## src/rtl/hit_input_frontend_if.sv

```systemverilog
// Player input bus of the tennis front end: raw buttons and the step period
// go in; the step tick, latched hits and debounced levels come out.
interface hit_input_frontend_if #(
  parameter int PERIOD_W = 28
);
  logic [1:0]          btn;
  logic [PERIOD_W-1:0] period;
  logic                tick;
  logic [1:0]          hits;
  logic [1:0]          btn_stable;

  modport master (
    output btn, period,
    input  tick, hits, btn_stable
  );

  modport slave (
    input  btn, period,
    output tick, hits, btn_stable
  );
endinterface

```

## src/rtl/hit_input_frontend.sv

```systemverilog
// Tennis player front end: synchronizes and debounces two push-buttons,
// detects presses, collects them per game step and emits the game-step tick
// from a programmable divider. Each step's hits vector is stable for the step.
module hit_input_frontend #(
  parameter int DEBOUNCE_CYCLES = 1000000,
  parameter int PERIOD_W        = 28,
  parameter int MIN_PERIOD      = 2
) (
  input  logic                  clock,
  input  logic                  reset_n,
  hit_input_frontend_if.slave   bus
);

  localparam int                  DBW     = $clog2(DEBOUNCE_CYCLES + 1);
  localparam logic [DBW-1:0]      DB_LAST = DBW'(DEBOUNCE_CYCLES - 1);
  localparam logic [PERIOD_W-1:0] MIN_P   = PERIOD_W'(MIN_PERIOD);
  localparam logic [PERIOD_W-1:0] ONE_P   = PERIOD_W'(1);

  logic [1:0]          sync_p0;
  logic [1:0]          sync_p1;
  logic [1:0]          stable_p2;
  logic [1:0]          stable_p3;
  logic [DBW-1:0]      db_cnt [2];
  logic [1:0]          pending;
  logic [1:0]          press;
  logic [PERIOD_W-1:0] cnt;
  logic [PERIOD_W-1:0] eff_period;
  logic                tick_cond;
  logic                tick_q;
  logic [1:0]          hits_q;

  // Stage p0/p1: two-flop synchronizer for the asynchronous buttons
  always_ff @(posedge clock) begin
    if (!reset_n) begin
      sync_p0 <= 2'b00;
      sync_p1 <= 2'b00;
    end else begin
      sync_p0 <= bus.btn;
      sync_p1 <= sync_p0;
    end
  end

  // Stage p2: per-button debounce; a level is accepted only after it has
  // differed from the stable level for DEBOUNCE_CYCLES consecutive cycles
  always_ff @(posedge clock) begin
    if (!reset_n) begin
      stable_p2 <= 2'b00;
      db_cnt[0] <= '0;
      db_cnt[1] <= '0;
    end else begin
      for (int i = 0; i < 2; i++) begin
        if (sync_p1[i] == stable_p2[i]) begin
          db_cnt[i] <= '0;
        end else if (db_cnt[i] == DB_LAST) begin
          stable_p2[i] <= sync_p1[i];
          db_cnt[i]    <= '0;
        end else begin
          db_cnt[i] <= db_cnt[i] + 1'b1;
        end
      end
    end
  end

  // Stage p3: previous debounced level, used for rising-edge detection
  always_ff @(posedge clock) begin
    if (!reset_n) begin
      stable_p3 <= 2'b00;
    end else begin
      stable_p3 <= stable_p2;
    end
  end

  assign press = stable_p2 & ~stable_p3;

  // Programmed periods below MIN_PERIOD are clamped; >= lets a shrinking
  // period end the current step on the very next edge
  assign eff_period = (bus.period < MIN_P) ? MIN_P : bus.period;
  assign tick_cond  = (cnt >= (eff_period - ONE_P));

  // Step divider and hits latch; a press arriving on the tick edge goes
  // straight into this step's hits instead of being held for the next one
  always_ff @(posedge clock) begin
    if (!reset_n) begin
      cnt     <= '0;
      tick_q  <= 1'b0;
      hits_q  <= 2'b00;
      pending <= 2'b00;
    end else if (tick_cond) begin
      cnt     <= '0;
      tick_q  <= 1'b1;
      hits_q  <= pending | press;
      pending <= 2'b00;
    end else begin
      cnt     <= cnt + ONE_P;
      tick_q  <= 1'b0;
      pending <= pending | press;
    end
  end

  assign bus.tick       = tick_q;
  assign bus.hits       = hits_q;
  assign bus.btn_stable = stable_p2;

endmodule
```

## src/flat_wrapper.sv

```systemverilog
// flat-port wrapper written by rule: the top's interface ports become plain ports
module hit_input_frontend_flat 
#(
  parameter int DEBOUNCE_CYCLES = 1000000,
  parameter int PERIOD_W        = 28,
  parameter int MIN_PERIOD      = 2
)
  (clock, reset_n, bus_btn, bus_period, bus_tick, bus_hits, bus_btn_stable);
  hit_input_frontend_if #(.PERIOD_W(PERIOD_W)) bus_i ();
  input  logic clock;
  input  logic reset_n;
  input wire logic [$bits(bus_i.btn)-1:0] bus_btn;
  input wire logic [$bits(bus_i.period)-1:0] bus_period;
  output wire logic [$bits(bus_i.tick)-1:0] bus_tick;
  output wire logic [$bits(bus_i.hits)-1:0] bus_hits;
  output wire logic [$bits(bus_i.btn_stable)-1:0] bus_btn_stable;
  assign bus_i.btn = bus_btn;
  assign bus_i.period = bus_period;
  assign bus_tick = bus_i.tick;
  assign bus_hits = bus_i.hits;
  assign bus_btn_stable = bus_i.btn_stable;
  hit_input_frontend #(.DEBOUNCE_CYCLES(DEBOUNCE_CYCLES), .PERIOD_W(PERIOD_W), .MIN_PERIOD(MIN_PERIOD)) u_core (.clock(clock), .reset_n(reset_n), .bus(bus_i));
endmodule
```

## config.mk

```make
export PLATFORM = sky130hd
export DESIGN_NAME = hit_input_frontend_flat
export DESIGN_NICKNAME = d
export VERILOG_FILES = /design/src/rtl/hit_input_frontend_if.sv /design/src/rtl/hit_input_frontend.sv /design/src/flat_wrapper.sv
export SDC_FILE = /design/constraint.sdc
export NUM_CORES = 1
export LEC_CHECK = 0
export CORE_MARGIN = 2
export CORE_UTILIZATION = 35
export DETAILED_ROUTE_END_ITERATION = 8
export GPL_TIMING_DRIVEN = 0
export HOLD_SLACK_MARGIN = 0.05
export SLEW_MARGIN = 20
export SYNTH_ARGS = -nofsm -noshare
export SYNTH_HDL_FRONTEND = slang
export SYNTH_SLANG_ARGS = --single-unit
```

## constraint.sdc

```tcl
create_clock -name clock -period 6.46 [get_ports clock]
set_clock_uncertainty 0.15 [all_clocks]
set_input_delay 1.292 -clock clock [delete_from_list [all_inputs] [get_ports clock]]
set_output_delay 1.292 -clock clock [all_outputs]
set_load 0.02 [all_outputs]
```

Yosys cells after proc, flatten, opt, wreduce, memory -nomap -nowiden
Memory sizes are Yosys's and may differ from the RTL's.
Cells that the tools add are included.
- register bits after elaboration: 41
- memory bits (writable): 40
- word-level logic and storage cells: 66
- memories: 1
- add/sub/neg operators: 4
- magnitude comparators: 2
- equal/unequal tests: 4
- multiplexer cells: 31
- bitwise logic cells: 12
- reduce and logical (&&, ||, !) cells: 3
- memory list (name ; depth ; width ; read ports ; clocked after Yosys merged registers in ; wr ports ; RTL line ; RTL):
    u_core.db_cnt ; 2 ; 20 ; 2 ; 0 ; 2 ; hit_input_frontend.sv:23 ; logic [DBW-1:0] db_cnt [2];
- operators with widths (cell ; number):
    two-way mux 20 bit ; 6
    adder 20 x 1 -> 20 bit (second input constant) ; 2
    == test 20 bit (second input constant) ; 2
    adder 28 x 1 -> 28 bit (second input constant) ; 1
    greater-or-equal comparator 28 bit ; 1
    < comparator 28 x 2 -> 1 bit (second input constant) ; 1
    two-way mux 28 bit ; 1
    subtractor 28 x 1 -> 28 bit (second input constant) ; 1
    two-way mux 1 bit ; 24
    bitwise OR 1 bit ; 6
    AND reduction 2 bit ; 2
    NOT 1 bit ; 3
    AND 2 bit ; 1
    == test 1 bit ; 2
    NOT 2 bit ; 1
    bitwise OR 2 bit ; 1
    OR reduction 2 bit ; 1

Logic depth before layout (Yosys ltp)
Gate-level depths: netlist of the first run.
- depth after elaboration: 7
- gate-level depth with buffers: 18
- depth with buffers taken out: 16

Worst setup path after synthesis of the first run
Ideal clock, no wire load.
- path kind: input-to-reg
- from: input port bus_period[13]
- to: register u_core.cnt[21]
- library setup time: 128 ps
- arrival time: 5439 ps
- setup slack: 743 ps
- stages: 17
- cells stage by stage: or4_4 > or3_1 > buf_2 > nor4_1 > nand2b_1 > ha_1 > nand3_1 > or3_4 > or4_1 > xor2_1 > ha_1 > and4_1 > nand2_1 > o211ai_1 > a211o_1 > clkbuf_1 > nor2_1
- word-level cells in the longest chain between the ends: 5
- ends and longest elaborated chain (item ; RTL line ; RTL):
    from (decl) ; flat_wrapper.sv:13 ; input wire logic [$bits(bus_i.period)-1:0] bus_period;
    < comparator 28 x 2 -> 1 bit ; hit_input_frontend.sv:77 ; assign eff_period = (bus.period < MIN_P) ? MIN_P : bus.period;
    two-way mux 28 bit (*) ; hit_input_frontend.sv:77 ;
    subtractor 28 x 1 -> 28 bit (*) ; hit_input_frontend.sv:78 ; assign tick_cond = (cnt >= (eff_period - ONE_P));
    greater-or-equal comparator 28 bit (*) ; hit_input_frontend.sv:78 ;
    OR reduction 2 bit (no line) (*) ; - ;
    to (signal assigned) ; hit_input_frontend.sv:94 ; cnt <= cnt + ONE_P;
    to (decl) ; hit_input_frontend.sv:26 ; logic [PERIOD_W-1:0] cnt;
Mark *: on every way between the ends. The rest lies on a longest branch, timed or not.
A chain may end at the register's enable or synchronous reset.

Final worst setup path of the first run
- from: input port bus_period[10]
- to: register u_core.cnt[23]
The elaborated chain is that of the path after synthesis.

==> results of run 1 <==
[area by class of cell]
type                    count  area, sq um
repair buffers             37        367.9
multi-input cells         456         2808
clock buffers              11        275.3
fillers                  1293         7427
flip-flops and latches     81         2022
clock inverters             4        46.29
plain buffers              10        42.54
well taps                 176        220.2
inverters                   9        33.78
[path summary, 6_finish.rpt]
kind	startpoint	endpoint	slack, ps	cells past startpoint
setup / recovery	bus_period[10]	u_core.cnt[23]$_SDFF_PP0_	310	18
hold / removal	u_core.sync_p0[1]$_SDFF_PN0_	u_core.sync_p1[1]$_SDFF_PN0_	290	1
setup reg to reg	u_core.cnt[0]$_SDFF_PP0_	u_core.cnt[23]$_SDFF_PP0_	3600	9
hold reg to reg	u_core.sync_p0[1]$_SDFF_PN0_	u_core.sync_p1[1]$_SDFF_PN0_	290	1
[per-layer routing]
metal / global-route usage, % / vias up / share of wire, %
met3: 2.877 / 16 / 3.2
met4: 5.814 / 0 / 2.0
met2: 22.21 / 62 / 46
li1: - / 1953 / -
met5: 0 / - / 0
met1: 17.64 / 1723 / 49
[registers in the layout (all words and copies together) (netlist names)]
| name | count |
|---|---|
| u_core.sync_p0 | 2 |
| u_core.bus.tick | 1 |
| u_core.db_cnt | 40 |
| u_core.cnt | 28 |
| u_core.sync_p1 | 2 |
| u_core.bus.hits | 2 |
| u_core.stable_p3 | 2 |
| u_core.pending | 2 |
| u_core.bus.btn_stable | 2 |
[power by group through the flow]
stage	combinational, uW	clock [uW]	sequential, uW
floorplan	46.2	0	573
global placement	79.5	0	576
detailed placement	81.7	0	577
CTS	82.7	551	566
global route	94.0	567	568
finish	82.8	535	566
[metrics by stage]
step,hold slack (ps),power (uW)
2_1_floorplan,261.8,619.2
3_3_place_gp,265.5,655.8
3_5_place_dp,278.9,658.8
4_1_cts,295.5,1200
5_1_grt,305.1,1229
6_report,287.0,1184
[cell usage in the layout (no fill, tap or decap), types with 19 or more instances in the layout]
cell             Yosys  layout
nor2_1             102     102
dfxtp_1             41      41
nand3_1             31      30
xnor2_1             42      42
nand2_1             38      38
ha_1                32      32
edfxtp_1            40      40
xor2_1              44      44
conb_1               1      40
clkdlybuf4s50_1      0      36
a21oi_1             19      19
[cell families after synthesis]
logic type                 Yosys count  share of synthesized area [%]
buffers and inverters               19                          1.529
and+or+nand+nor                    260                          26.64
other                                1                        0.07904
adders and majority gates           32                          8.439
AOI/OAI and AO/OA                   36                          4.404
muxes                                2                         0.4220
DFF                                 81                          42.62
xor gates and xnor gates            86                          15.88
[repair_timing]
| action | 4_1_cts | 5_1_grt |
|---|---|---|
| endpoints found under the setup margin | 30 | 32 |
| buffers inserted | 0 | 1 |
| gates resized for setup | 3 | 2 |
| pin swaps | 0 | 1 |
| hold endpoints to repair | 0 | 0 |
==> qor.yml, run 1 <==
yosys:
  netlist_top_cells_area: "edfxtp_1, dfxtp_1, ha_1, xor2_1, nor2_1"
  synth_seq_cells: 81
  synth_area_leader_cell: "edfxtp_1"
  ys_seq_area_share_pct: 42.62
  synthFlopType: "dfxtp_1"
  yosysTopAreaCellShare_pct: 25.32
  synth_common_cells: "nor2_1, xor2_1, xnor2_1"
  synth_cell_types: 35
  yosysMostFrequentCell: "nor2_1"
  synth-edff-count: 40
  postSynth.asyncResetShare_pct: 0
  yosys_warnings: 0
  synthCells: 517
  syn_area_sq_mm: 0.004745
  avgSynthCellArea_sq_um: 9.177
critical_path:
  path_max_fanout: 10
  path_cells: "clkdlybuf4s50_1, or4_4, or3_1, buf_2, nor4_2, nand2b_1, ha_1, nand3_2, or3_4, or4_1, xor2_1, ha_1, and4_1, nand2_1, nor2_1, a211o_1, clkbuf_2, nor2_1"
  cp.arrival_ps: 6220
  startpoint_type: "input port"
  path_buf_inv: 3
  cpPeakStageDelay_ps: 550
  critPathCaptureType: "flip-flop"
  critPathTopFamily: "simple AND/OR/NAND/NOR gates"
  path_class: "input port to flip-flop"
  required_ps: 6520
  slowest_stage: "or4_4"
global_routing:
  overflow: 0
  antenna_found_initial: 0
  grt_pass1_vias: 3576
  grt_first_pass_wirelength_mm: 16.04
  track_usage_pct: 13.69
  grt_start_max_net_pins: 14
cts:
  htreeDepth: 3
  cts_tree: "done"
  cts_buffers: 9
  postCtsHoldBufs: 0
  clockBufferDepth: 2
  clk_pin_slew_worst_paths_ps: 60
  cts_root_buffer: "clkbuf_16"
  cts_sinks: 81
  clock_latency_ps: 330
worst_hold_path:
  hp-class: "flip-flop to flip-flop"
timing:
  fin_ws_ps: 305.4
  relSlewSlack_pct: 25.94
  drv_slew: 0
  rsz0062_at_grt: "false"
  timing.fmax_ghz: 0.1625
  setup_tns_ps: 0
  hold_viol: 0
  finalSetupViolCount: 0
  period_share_pct: 95.27
  min_period_ps: 6155
  worst_pin_slew_ps: 1097
finish:
  finish.instance_area_sq_mm: 0.005816
  antennaDiodeCount: 0
  synthToLayoutAreaGrowth_pct: 22.57
  fin_cells: 784
  drive_above_1_share_pct: 4.112
  final_util_pct: 43.92
  nets: 668
detailed_routing:
  dr.pass1.iters: 5
  finalWirelength_mm: 9.565
  wire_per_inst_microns: 12.20
  postRouteAntennaNets: 0
  num_vias: 3754
  drt_iter0_markers: 117
  vias_per_cell: 4.788
  route.detailed.drc: 0
pwr:
  switching_share_pct: 20.88
  ir_drop_mv: 0.1276
  clkPwrFrac_pct: 45.2
  power_density_mw_per_mm2: 203.6
  leakagePower_uw: 0.002102
  comb_power_share_pct: 7.0
  internal_power_uw: 936.8
  switching_power_uw: 247.3
  seqPwrFrac_pct: 47.8
placement:
  hpwl_mm: 7.489
  io_buffers: 36
  post_dp_cell_area_sq_mm: 0.005472
  place_ws_ps: -489.8
  dp_cells: 768
  gp_congestion: 0.8791
die:
  start_util_pct: 35.83
  ios: 37
  fp.dieArea_sq_mm: 0.01450
  row_count: 42
  core-area_sq_mm: 0.01324
  die_w_microns: 120.4
  die_h_microns: 120.4
run:
  drv_cap: 0
run_status:
  status: "completed"
Note: power is estimated with default switching activity, not from simulation.
==> inputs of run 2 (changes only) <==
--- a/config.mk
+++ b/config.mk
@@ -9,7 +9,7 @@
 export CORE_UTILIZATION = 35
 export DETAILED_ROUTE_END_ITERATION = 8
 export GPL_TIMING_DRIVEN = 0
-export HOLD_SLACK_MARGIN = 0.05
+export HOLD_SLACK_MARGIN = 0.1
 export SLEW_MARGIN = 20
 export SYNTH_ARGS = -nofsm -noshare
 export SYNTH_HDL_FRONTEND = slang
==> results of run 2 <==
Same layout as run 1: the final DEF is identical, and so are final timing and power.
==> inputs of run 3 (changes only) <==
--- a/config.mk
+++ b/config.mk
@@ -5,6 +5,8 @@
 export SDC_FILE = /design/constraint.sdc
 export NUM_CORES = 1
 export LEC_CHECK = 0
+export CAP_MARGIN = 20
+export CORE_ASPECT_RATIO = 0.6
 export CORE_MARGIN = 2
 export CORE_UTILIZATION = 35
 export DETAILED_ROUTE_END_ITERATION = 8
==> constraint.sdc (replaced) <==
create_clock -name clock -period 6.9 [get_ports clock]
set_clock_uncertainty 0.15 [all_clocks]
set_input_delay 1.38 -clock clock [delete_from_list [all_inputs] [get_ports clock]]
set_output_delay 1.38 -clock clock [all_outputs]
set_load 0.02 [all_outputs]
==> qor.yml, run 3 (synthesis results as in run 1) <==
pwr:
  leakagePower_uw: 0.002092
  ir_drop_mv: 0.09660
  power_density_mw_per_mm2: 189.7
finish:
  layout_commonest_cell: "nor2_1"
  seqCellArea_sq_mm: 0.002022
  regMostFlops: "u_core.db_cnt"
  antennaDiodeCount: 0
  final_util_pct: 44.41
  top_regs: "u_core.db_cnt x40, u_core.cnt x28"
  multi_input_area_sq_mm: 0.002808
  fin_cells: 779
  drive_above_1_share_pct: 3.777
  nets: 668
  nFillCells: 1271
  largest_reg_flops: 40
  synthToLayoutAreaGrowth_pct: 22.18
  layout_common_cells: "nor2_1, xor2_1, xnor2_1"
die:
  row_count: 32
  fp.dieArea_sq_mm: 0.01453
  ios: 37
  die_h_microns: 94.19
  core-area_sq_mm: 0.01305
  start_util_pct: 36.35
  die_w_microns: 154.3
critical_path:
  critPathCaptureType: "flip-flop"
  path_class: "input port to flip-flop"
  cp_common_cell: "ha_1"
  required_ps: 7020
  slowest_stage: "or4_4"
  cpPeakStageDelay_ps: 550
  cp.arrival_ps: 6620
  startpoint_type: "input port"
  path_max_fanout: 10
  path_cells: "clkdlybuf4s50_1, or4_4, or3_1, buf_2, nor4_2, nand2b_1, ha_1, nand3_2, or3_4, or4_1, xor2_1, ha_1, and4_1, a21oi_1, o211ai_1, buf_4, a211o_1, clkbuf_2, nor2_1"
run:
  drv_cap: 0
timing:
  finalSetupViolCount: 0
  period_share_pct: 94.12
  min_period_ps: 6495
  hold_viol: 0
  worst_pin_slew_ps: 998.0
  fin_ws_ps: 405.4
  relSlewSlack_pct: 32.63
  drv_slew: 0
  timing.fmax_ghz: 0.1540
  rsz0062_at_grt: "false"
detailed_routing:
  drt_iter0_markers: 177
  num_vias: 3740
  finalWirelength_mm: 9.789
  route.detailed.drc: 0
  dr.pass1.iters: 4
  vias_per_cell: 4.801
  wire_per_inst_microns: 12.57
  postRouteAntennaNets: 0
placement:
  hpwl_mm: 7.686
  io_buffers: 36
  place_ws_ps: -427.8
  dp_cells: 762
  gp_congestion: 0.8506
global_routing:
  antenna_found_initial: 0
  grt_start_max_net_pins: 14
  grt_pass1_vias: 3386
  track_usage_pct: 14.17
  grt_first_pass_wirelength_mm: 16.44
  overflow: 0
cts:
  clk_pin_slew_worst_paths_ps: 60
  cts_sinks: 81
  cts_root_buffer: "clkbuf_16"
  htreeDepth: 3
  clock_latency_ps: 340
  cts_buffers: 9
  cts_tree: "done"
  clockBufferDepth: 2
  postCtsHoldBufs: 0
run_status:
  status: "completed"
worst_hold_path:
  hp-class: "flip-flop to flip-flop"
-- run 3: layout make-up --
type | instances | area share, %
Sequential cell | 81 | 34.88
Clock buffer | 14 | 4.749
Inverter | 9 | 0.5828
Timing Repair Buffer | 37 | 6.346
Buffer | 10 | 0.7339
Clock inverter | 2 | 0.6044
Multi-Input combinational cell | 456 | 48.44
Tap cell | 170 | 3.669
-- run 3: report_power, final --
group	leakage [uW]	total [uW]	internal, uW	switching (uW)
clock network	0.000152	492	312	181
registers	0.000744	530	517	12.3
logic	0.00120	77.6	38.9	38.7
-- run 3: per-layer routing --
metal | share of wire (%) | vias up | GRT usage (%)
met5 | 0 | - | 0
li1 | - | 1947 | -
met3 | 4.5 | 14 | 3.367
met1 | 53 | 1723 | 20.67
met4 | 1.7 | 0 | 4.398
met2 | 41 | 56 | 20.59
-- run 3: worst max-delay path: cells and delay by family --
kind / cells / cell delay [ps]
AND/OR/NAND/NOR: 9 / 2890
adder cells (fa/ha/maj): 2 / 570
buffers and inverters: 4 / 1100
AO/OA/AOI/OAI: 3 / 520
XOR/XNOR: 1 / 170
-- run 3: path summary, 6_finish.rpt --
kind                                                      to  slack [ps]                    startpoint  cells after the start
worst max-delay path               u_core.cnt[27]$_SDFF_PP0_         410                bus_period[10]                     19
worst min-delay path            u_core.sync_p1[0]$_SDFF_PN0_         290  u_core.sync_p0[0]$_SDFF_PN0_                      1
worst max register to register     u_core.cnt[27]$_SDFF_PP0_        4120      u_core.cnt[0]$_SDFF_PP0_                      9
worst min register to register  u_core.sync_p1[0]$_SDFF_PN0_         290  u_core.sync_p0[0]$_SDFF_PN0_                      1
-- run 3: through the flow --
| step | TNS [ps] | total power [uW] | instance area, sq um | hold slack (ps) |
|---|---|---|---|---|
| after CTS | 0 | 1116 | 5776 | 298.2 |
| after global placement | -7082 | 614.2 | 5464 | 273.5 |
| after floorplan | 0 | 579.8 | 4891 | 261.8 |
| after detailed placement | -9234 | 616.6 | 5464 | 285.4 |
| final | 0 | 1100 | 5797 | 289.6 |
| after global routing | 0 | 1143 | 5797 | 324.5 |
-- run 3: timing repair --
item	in CTS	in global routing
pin swaps	0	1
resized for setup	1	6
cloned	0	0
endpoints found under the setup margin	10	30
setup buffers	0	1
